===== src/rtl/hazard_unit.sv =====
// Pipeline hazard control for the 5-stage core: shadows register usage through
// E/M/W and derives forwarding selects, load-use stalls, redirect flushes and event counters.
module hazard_unit #(
    parameter int ADDR_WIDTH = 5,
    parameter int CNT_WIDTH  = 32
) (
    input  logic                  clk,
    input  logic                  rst,
    input  logic [ADDR_WIDTH-1:0] rs1D,
    input  logic [ADDR_WIDTH-1:0] rs2D,
    input  logic [ADDR_WIDTH-1:0] rdD,
    input  logic                  regwriteD,
    input  logic                  resultsrcD,
    input  logic                  pcsrcE,
    output logic [1:0]            forwardAE,
    output logic [1:0]            forwardBE,
    output logic                  stallF,
    output logic                  stallD,
    output logic                  flushD,
    output logic                  flushE,
    output logic [CNT_WIDTH-1:0]  stall_count,
    output logic [CNT_WIDTH-1:0]  flush_count
);

    logic [ADDR_WIDTH-1:0] rs1E, rs2E, rdE, rdM, rdW;
    logic                  regwriteE, loadE, regwriteM, regwriteW;
    logic                  lw, lwstall;
    logic [1:0]            fwd_a, fwd_b;

    // A redirect discards the Decode instruction, so it overrides the load-use stall.
    always_comb begin
        lw      = loadE & regwriteE & (rdE != '0) & ((rdE == rs1D) | (rdE == rs2D));
        lwstall = lw & ~pcsrcE;
    end

    always_comb begin
        fwd_a = 2'b00;
        if (regwriteM && rdM != '0 && rdM == rs1E)
            fwd_a = 2'b10;
        else if (regwriteW && rdW != '0 && rdW == rs1E)
            fwd_a = 2'b01;
    end

    always_comb begin
        fwd_b = 2'b00;
        if (regwriteM && rdM != '0 && rdM == rs2E)
            fwd_b = 2'b10;
        else if (regwriteW && rdW != '0 && rdW == rs2E)
            fwd_b = 2'b01;
    end

    always_comb begin
        forwardAE = 2'b00;
        forwardBE = 2'b00;
        stallF    = 1'b0;
        stallD    = 1'b0;
        flushD    = 1'b1;
        flushE    = 1'b1;
        if (rst) begin
            forwardAE = fwd_a;
            forwardBE = fwd_b;
            stallF    = lwstall;
            stallD    = lwstall;
            flushD    = pcsrcE;
            flushE    = lwstall | pcsrcE;
        end
    end

    always_ff @(posedge clk) begin
        if (!rst) begin
            rs1E        <= '0;
            rs2E        <= '0;
            rdE         <= '0;
            regwriteE   <= 1'b0;
            loadE       <= 1'b0;
            rdM         <= '0;
            regwriteM   <= 1'b0;
            rdW         <= '0;
            regwriteW   <= 1'b0;
            stall_count <= '0;
            flush_count <= '0;
        end else begin
            if (flushE) begin
                rs1E      <= '0;
                rs2E      <= '0;
                rdE       <= '0;
                regwriteE <= 1'b0;
                loadE     <= 1'b0;
            end else begin
                rs1E      <= rs1D;
                rs2E      <= rs2D;
                rdE       <= rdD;
                regwriteE <= regwriteD;
                loadE     <= resultsrcD;
            end
            rdM       <= rdE;
            regwriteM <= regwriteE;
            rdW       <= rdM;
            regwriteW <= regwriteM;
            if (lwstall && stall_count != '1)
                stall_count <= stall_count + CNT_WIDTH'(1);
            if (pcsrcE && flush_count != '1)
                flush_count <= flush_count + CNT_WIDTH'(1);
        end
    end

endmodule


===== config.mk =====
export PLATFORM = sky130hd
export DESIGN_NAME = hazard_unit
export DESIGN_NICKNAME = d
export VERILOG_FILES = /design/src/rtl/hazard_unit.sv
export SDC_FILE = /design/constraint.sdc
export NUM_CORES = 1
export LEC_CHECK = 0
export CORE_ASPECT_RATIO = 0.9
export CORE_MARGIN = 2
export CORE_UTILIZATION = 46
export DETAILED_ROUTE_END_ITERATION = 10
export PLACE_DENSITY = 0.74
export SYNTH_ARGS = -nofsm -noshare
export SYNTH_HDL_FRONTEND = slang
export SYNTH_SLANG_ARGS = --single-unit

===== constraint.sdc =====
create_clock -name clk -period 2.2 [get_ports clk]
set_input_delay 0.44 -clock clk [delete_from_list [all_inputs] [get_ports clk]]
set_output_delay 0.44 -clock clk [all_outputs]
set_load 0.02 [all_outputs]

==> reports/qor.yml, run 1 <==
outcome: "finished with violations"
violations: "setup timing"
drtAntennaViolNets: 0
cp-end-kind: "primary output"
critPathMaxStageDelay_ns: 0.54
clk-insertion-delay-late_ns: 0.37
syn_area_per_cell_sq_um: 8.75
postPlaceCellArea_sq_mm: 0.00574
initial_core_util_pct: 47.4
power_leakage_nw: 2.24
yosysWarnings: 0
synth-xor-area-share_pct: 11.3
fin_crit_ns: 2.40
r2r_cells: 7
die_h_um: 96.0
final_net_count: 660
dr.first_iter.drc_count: 130
timing.fmax_mhz: 417
synthArstFlopShare_pct: 0
path_clk_slew_ns: 0.10
synth_edf_count: 0
switching_power_uw: 775
synth_top_area_cell: "dfxtp_1"
rows: 33
crit_cells: 5
die_area_sq_mm: 0.0102
drc: 0
crit_chain: "or4_4 -> o21ai_4 -> nor4_4 -> nor4_2 -> buf_2"
switching_share_pct: 24.8
p_per_area_mw_per_mm2: 511
critPathBufInv: 1
finalHoldViolCount: 0
first_pass_iters: 4
hold_depth: 2
pin_count: 92
met1_length_um: 4930
dr_wl_met2_um: 5790
clock_skew_ns: 0.0115
cts.htree.levels: 3
syn_to_final_growth_pct: 41.4
setup_viol_count_final: 7
synth_top_family_by_area: "simple AND/OR/NAND/NOR gates"
arrival_ns: 1.96
cp_max_fo: 2
critPathSlowestCell: "or4_4"
synth_ff_type: "dfxtp_1"
synth.area.top_cells: "dfxtp_1, xor2_1, xnor2_1, and2_1, nand4_1"
holdBufCountCts: 0
fin_area_sq_mm: 0.00612
synth-simple-area-share_pct: 29.9
hpwlAfterDp_um: 8190
core_area_sq_mm: 0.00913
intPower_mw: 2.35
synth_most_common_cell: "dfxtp_1"
diodes: 0
grt_pass1_wl_um: 18300
relSlewSlack_pct: 59.0
comb_power_share_pct: 7.0
hp-class: "input pin to flip-flop"
globalRouteTotalUtil_pct: 22.3
worst_slew_pin_slew_ns: 0.612
via_count: 4145
yosysUniqueCellTypes: 42
maxCapViolCount: 0
grt_setup_unrepaired: "yes"
peakVddDrop_v: 0.000389
rrSetupSlack_ns: 0.10
startpoint_type: "flip-flop"
first_global_vias: 3865
wirelength_um: 11400
whs_ns: 0.351
cts_tree: "done"
place.gp.congestion: 0.892
dr.max_layer_used: "met4"
clock-sinks: 93
syn_inst: 495
die_w_um: 106
dp_cells: 745
criticalPathCategory: "flip-flop to primary output"
utilization_pct: 67.1
critical_path.top_delay_family: "simple AND/OR/NAND/NOR gates"
antenna_found_initial: 0
synth_common_cells: "dfxtp_1, nor2_1, nand2_1"
wl_per_cell_um: 14.9
wl_met3_um: 538
final_cells: 765
synth_nets: 517
portBuffers: 91
synth-compound-area-share_pct: 10.3
syn_area_sq_mm: 0.00433
cts-root-buf: "clkbuf_8"
slew_viol_final: 0
yosysSeqAreaShare_pct: 43.0
power_frac_seq_pct: 55.0
drive_gt1_share_pct: 19.1
clock_path_buffers: 2
fin_ws_ns: -0.200
clockPowerShare_pct: 38.0
synthAdderAreaFrac_pct: 0.578
viasPerCell: 5.42
synth_top_area_share_pct: 43.0
required_ns: 1.76
grt_max_degree: 40
fillCellCount: 728
cts_made_buffers: 9
synth.area.mux_share_pct: 1.62
period_share_pct: 109
synth-seq-cells: 93
grt_remaining_overflow: 0
## power by group through the flow
stage / logic [mW] / registers (mW) / clock network (mW)
3_5_place_dp: 0.196 / 1.76 / 0
3_3_place_gp: 0.192 / 1.76 / 0
5_1_grt: 0.236 / 1.73 / 1.28
4_1_cts: 0.205 / 1.72 / 1.21
6_report: 0.218 / 1.72 / 1.19
2_1_floorplan: 0.0937 / 1.76 / 0
## final timing paths
path                                       end       startpoint
worst max-delay path              forwardBE[0]           rdM[4]
worst min-delay path                   rs2E[2]          rs2D[2]
worst max register to register  stall_count[2]  stall_count[23]
worst min register to register       regwriteM        regwriteE
## registers in the layout (all words and copies together) (netlist names)
| signal | flops |
|---|---|
| rs2E | 5 |
| regwriteE | 1 |
| loadE | 1 |
| regwriteW | 1 |
| rs1E | 5 |
| stall_count | 32 |
| regwriteM | 1 |
| flush_count | 32 |
| rdM | 5 |
| rdW | 5 |
| rdE | 5 |
## per-stage QoR
step | setup TNS [ns] | total power, mW | setup slack [ns]
after floorplan | 0 | 1.86 | 0.00219
after global placement | -7.69 | 1.95 | -0.581
after detailed placement | -8.89 | 1.96 | -0.613
after CTS | -0.639 | 3.14 | -0.230
after global routing | -1.30 | 3.25 | -0.305
final | -0.769 | 3.13 | -0.200
## area by class of cell
| cell class | count | area (sq um) | area share, % |
|---|---|---|---|
| Multi-Input combinational cell | 373 | 2470 | 40.4 |
| Tap cell | 122 | 153 | 2.49 |
| Inverter | 11 | 41.3 | 0.674 |
| Clock inverter | 7 | 80.1 | 1.31 |
| Clock buffer | 9 | 124 | 2.02 |
| Sequential cell | 93 | 1870 | 30.6 |
| Timing Repair Buffer | 150 | 1380 | 22.5 |
## placed cells by master, fill, tap and decap left out, types with 9 or more instances in the layout
cell             netlist  final
nand3_1               28     26
buf_6                  1     10
clkdlybuf4s50_1        0     77
dfxtp_2                0     10
a21oi_1               27     25
o21ai_0               20     19
or3_1                 20     20
inv_1                 10     10
nand2_1               37     34
nor2_1                39     38
xnor2_1               25     23
nand4_1               24     24
xor2_1                31     31
or4_1                 14     12
dfxtp_1               93     83
buf_4                  1     53
o31ai_1               10     10
clkbuf_8               0      9
and2_1                34     33
## per-layer routing
metal / vias up / GRT usage (%)
met2: 91 / 39.7
met5: - / 0
met3: 12 / 5.15
li1: 2054 / -
met1: 1988 / 28.0
met4: 0 / 4.06
## cell families after synthesis
group / count (synthesis)
multiplexers: 7
adder cells (fa/ha/maj): 2
XOR/XNOR: 56
flip-flops: 93
buffers and inverters: 29
AND/OR/NAND/NOR: 235
AO/OA/AOI/OAI: 73
## repair_timing
item | CTS | global route
setup buffers | 4 | 2
endpoints found under the hold margin | 0 | 0
resized for setup | 63 | 21
endpoints found under the setup margin | 8 | 28
pin swaps | 12 | 11
(Power assumes the default switching activity.)
==> run 2, diff against run 1 <==
--- a/config.mk
+++ b/config.mk
@@ -10,6 +10,7 @@
 export CORE_UTILIZATION = 46
 export DETAILED_ROUTE_END_ITERATION = 10
 export PLACE_DENSITY = 0.74
+export SETUP_SLACK_MARGIN = 0.3
 export SYNTH_ARGS = -nofsm -noshare
 export SYNTH_HDL_FRONTEND = slang
 export SYNTH_SLANG_ARGS = --single-unit
==> run 2 against run 1 <==
The run still ends with setup timing left. Register-to-register slack got worse by 0.14 ns. Fmax hardly changed. First-iteration DRC count fell by 3.1%. Routed wire length up 13%. Critical endpoint unchanged. Largest cell class unchanged. Highest routed layer unchanged.
==> reports/qor.yml, run 2 (synthesized netlist as in run 1, its figures left out) <==
criticalPathCategory: "flip-flop to primary output"
cts_tree: "done"
dp_slack_ns: -0.661  # -0.0481 ns
clock-sinks: 93  # unchanged
timing.fmax_mhz: 416  # about the same
grt_pass1_wl_um: 19700  # +7.4%
arrival_ns: 1.96  # about the same
clock_skew_ns: 0.00924  # -0.00225 ns
cp_max_fo: 2  # unchanged
reg.largest.list: "flush_count: 32 flops, stall_count: 32 flops"
diodes: 0  # unchanged
layout_common_cells: "clkdlybuf4s50_1, buf_4, dfxtp_1, dfxtp_2, and2_1"
cp-end-kind: "primary output"
final_common_cell: "clkdlybuf4s50_1"
wl_per_cell_um: 16.5  # +11%
cts.htree.levels: 3  # unchanged
die_h_um: 96.0  # unchanged
place.gp.congestion: 0.890  # -0.27%
peakVddDrop_v: 0.000303  # -22%
outcome: "finished with violations"
required_ns: 1.76  # about the same
power_leakage_nw: 2.69  # +20%
fin_crit_ns: 2.40  # +0.000753 ns
clock_path_buffers: 2  # unchanged
drc: 0  # unchanged
drtAntennaViolNets: 0  # unchanged
worst_slew_pin_slew_ns: 0.584  # -0.0279 ns
violations: "setup timing"
postPlaceCellArea_sq_mm: 0.00572  # -0.31%
wirelength_um: 12900  # +13%
slew_viol_final: 0  # unchanged
via_count: 4301  # +3.8%
drive_gt1_share_pct: 36.9  # +18 points
hp-class: "input pin to flip-flop"
setup_viol_count_final: 9  # +2
first_pass_iters: 4  # unchanged
dp_cells: 731  # -1.9%
rows: 33  # unchanged
fin_area_sq_mm: 0.00689  # +12%
antenna_found_initial: 0  # unchanged
portBuffers: 91  # unchanged
syn_to_final_growth_pct: 59.1
viasPerCell: 5.49  # +1.2%
die_w_um: 106  # unchanged
core_area_sq_mm: 0.00913  # unchanged
fin_ws_ns: -0.201  # -0.000753 ns
dr.first_iter.drc_count: 126  # -3.1%
globalRouteTotalUtil_pct: 24.0  # +1.7 points
maxCapViolCount: 0  # unchanged
holdBufCountCts: 0  # unchanged
whs_ns: 0.449  # +0.0975 ns
initial_core_util_pct: 47.4  # unchanged
die_area_sq_mm: 0.0102  # unchanged
startpoint_type: "flip-flop"
p_per_area_mw_per_mm2: 451  # -12%
pin_count: 92  # unchanged
final_net_count: 679  # +2.9%
path_clk_slew_ns: 0.09  # about the same
final_cells: 784  # +2.5%
grt_max_degree: 39  # -2.5%
grt_remaining_overflow: 0  # unchanged
clk-insertion-delay-late_ns: 0.36  # about the same
cts-root-buf: "clkbuf_8"
relSlewSlack_pct: 60.7  # +1.7 points
hpwlAfterDp_um: 8030  # -1.9%
first_global_vias: 4116  # +6.5%
grt_setup_unrepaired: "yes"
period_share_pct: 109  # about the same
finalHoldViolCount: 0  # unchanged
p_total_mw: 3.11  # -0.80%
cts_made_buffers: 9  # unchanged
==> run 2: changes by cell type in the layout (fill, tap and decap cells not counted), moves of 7 or more <==
cell             before  now
buf_4                53   45
a21oi_2               4   12
dfxtp_2              10   39
a21oi_1              25   16
dlymetal6s2s_1        1   10
dfxtp_4               0   12
buf_6                10   33
dlygate4sd2_1         6   14
or4_1                12    4
or4_4                 2   10
clkdlybuf4s50_1      77   59
or3_1                20   13
or3_4                 0    7
dfxtp_1              83   42
==> run 2: per-layer routing <==
layer  wire (um)  vias up  part of all wire (%)  global-route usage, %
met1        5550     2074                    43                   28.4
li1            -     2092                     -                      -
met4         286        0                   2.2                   7.89
met2        6550      109                    51                   43.5
met3         509       26                   3.9                   5.08
met5           0        -                     0                      0
==> run 2: final timing paths <==
kind,cells past startpoint,to,slack [ns],from
worst max-delay path,5,forwardBE[0],-0.20,rdM[1]
worst min-delay path,2,rs2E[3],0.45,rs2D[3]
worst max register to register,6,stall_count[30],-0.04,stall_count[10]
worst min register to register,1,rdW[2],0.49,rdM[2]
==> run 2: critical path, stage by stage, from the launching register on <==
cell,delay [ns]
dfxtp_2,0.33
or4_4,0.53
o21ai_4,0.21
nor4_4,0.09
nor4_4,0.27
buf_4,0.18
==> run 2: cell type report <==
type,count,area [sq um]
Multi-Input combinational cell,375,2900
Fill cell,626,2240
Sequential cell,93,1960
Timing Repair Buffer,167,1640
Clock buffer,12,165
Tap cell,122,153
Inverter,11,41.3
Clock inverter,4,30.0
==> run 2: repair_timing <==
action,in CTS,in global routing
setup buffers,19,16
pin swaps,62,32
gates cloned,1,1
setup endpoints to repair,50,69
resized for setup,158,81
==> run 2: through the flow <==
step | utilization (%) | setup TNS [ns]
2_1_floorplan | - | 0
6_report | 75.5 | -0.607
4_1_cts | 70.9 | -0.618
3_3_place_gp | 62.7 | -8.65
5_1_grt | 75.5 | -1.83
3_5_place_dp | 62.7 | -11.44
==> run 2: power by group <==
part	switching, mW	internal [mW]	leakage (nW)
clock	0.612	0.507	0.0952
sequential	0.0219	1.69	0.782
combinational	0.135	0.139	1.82
total	0.769	2.34	2.69
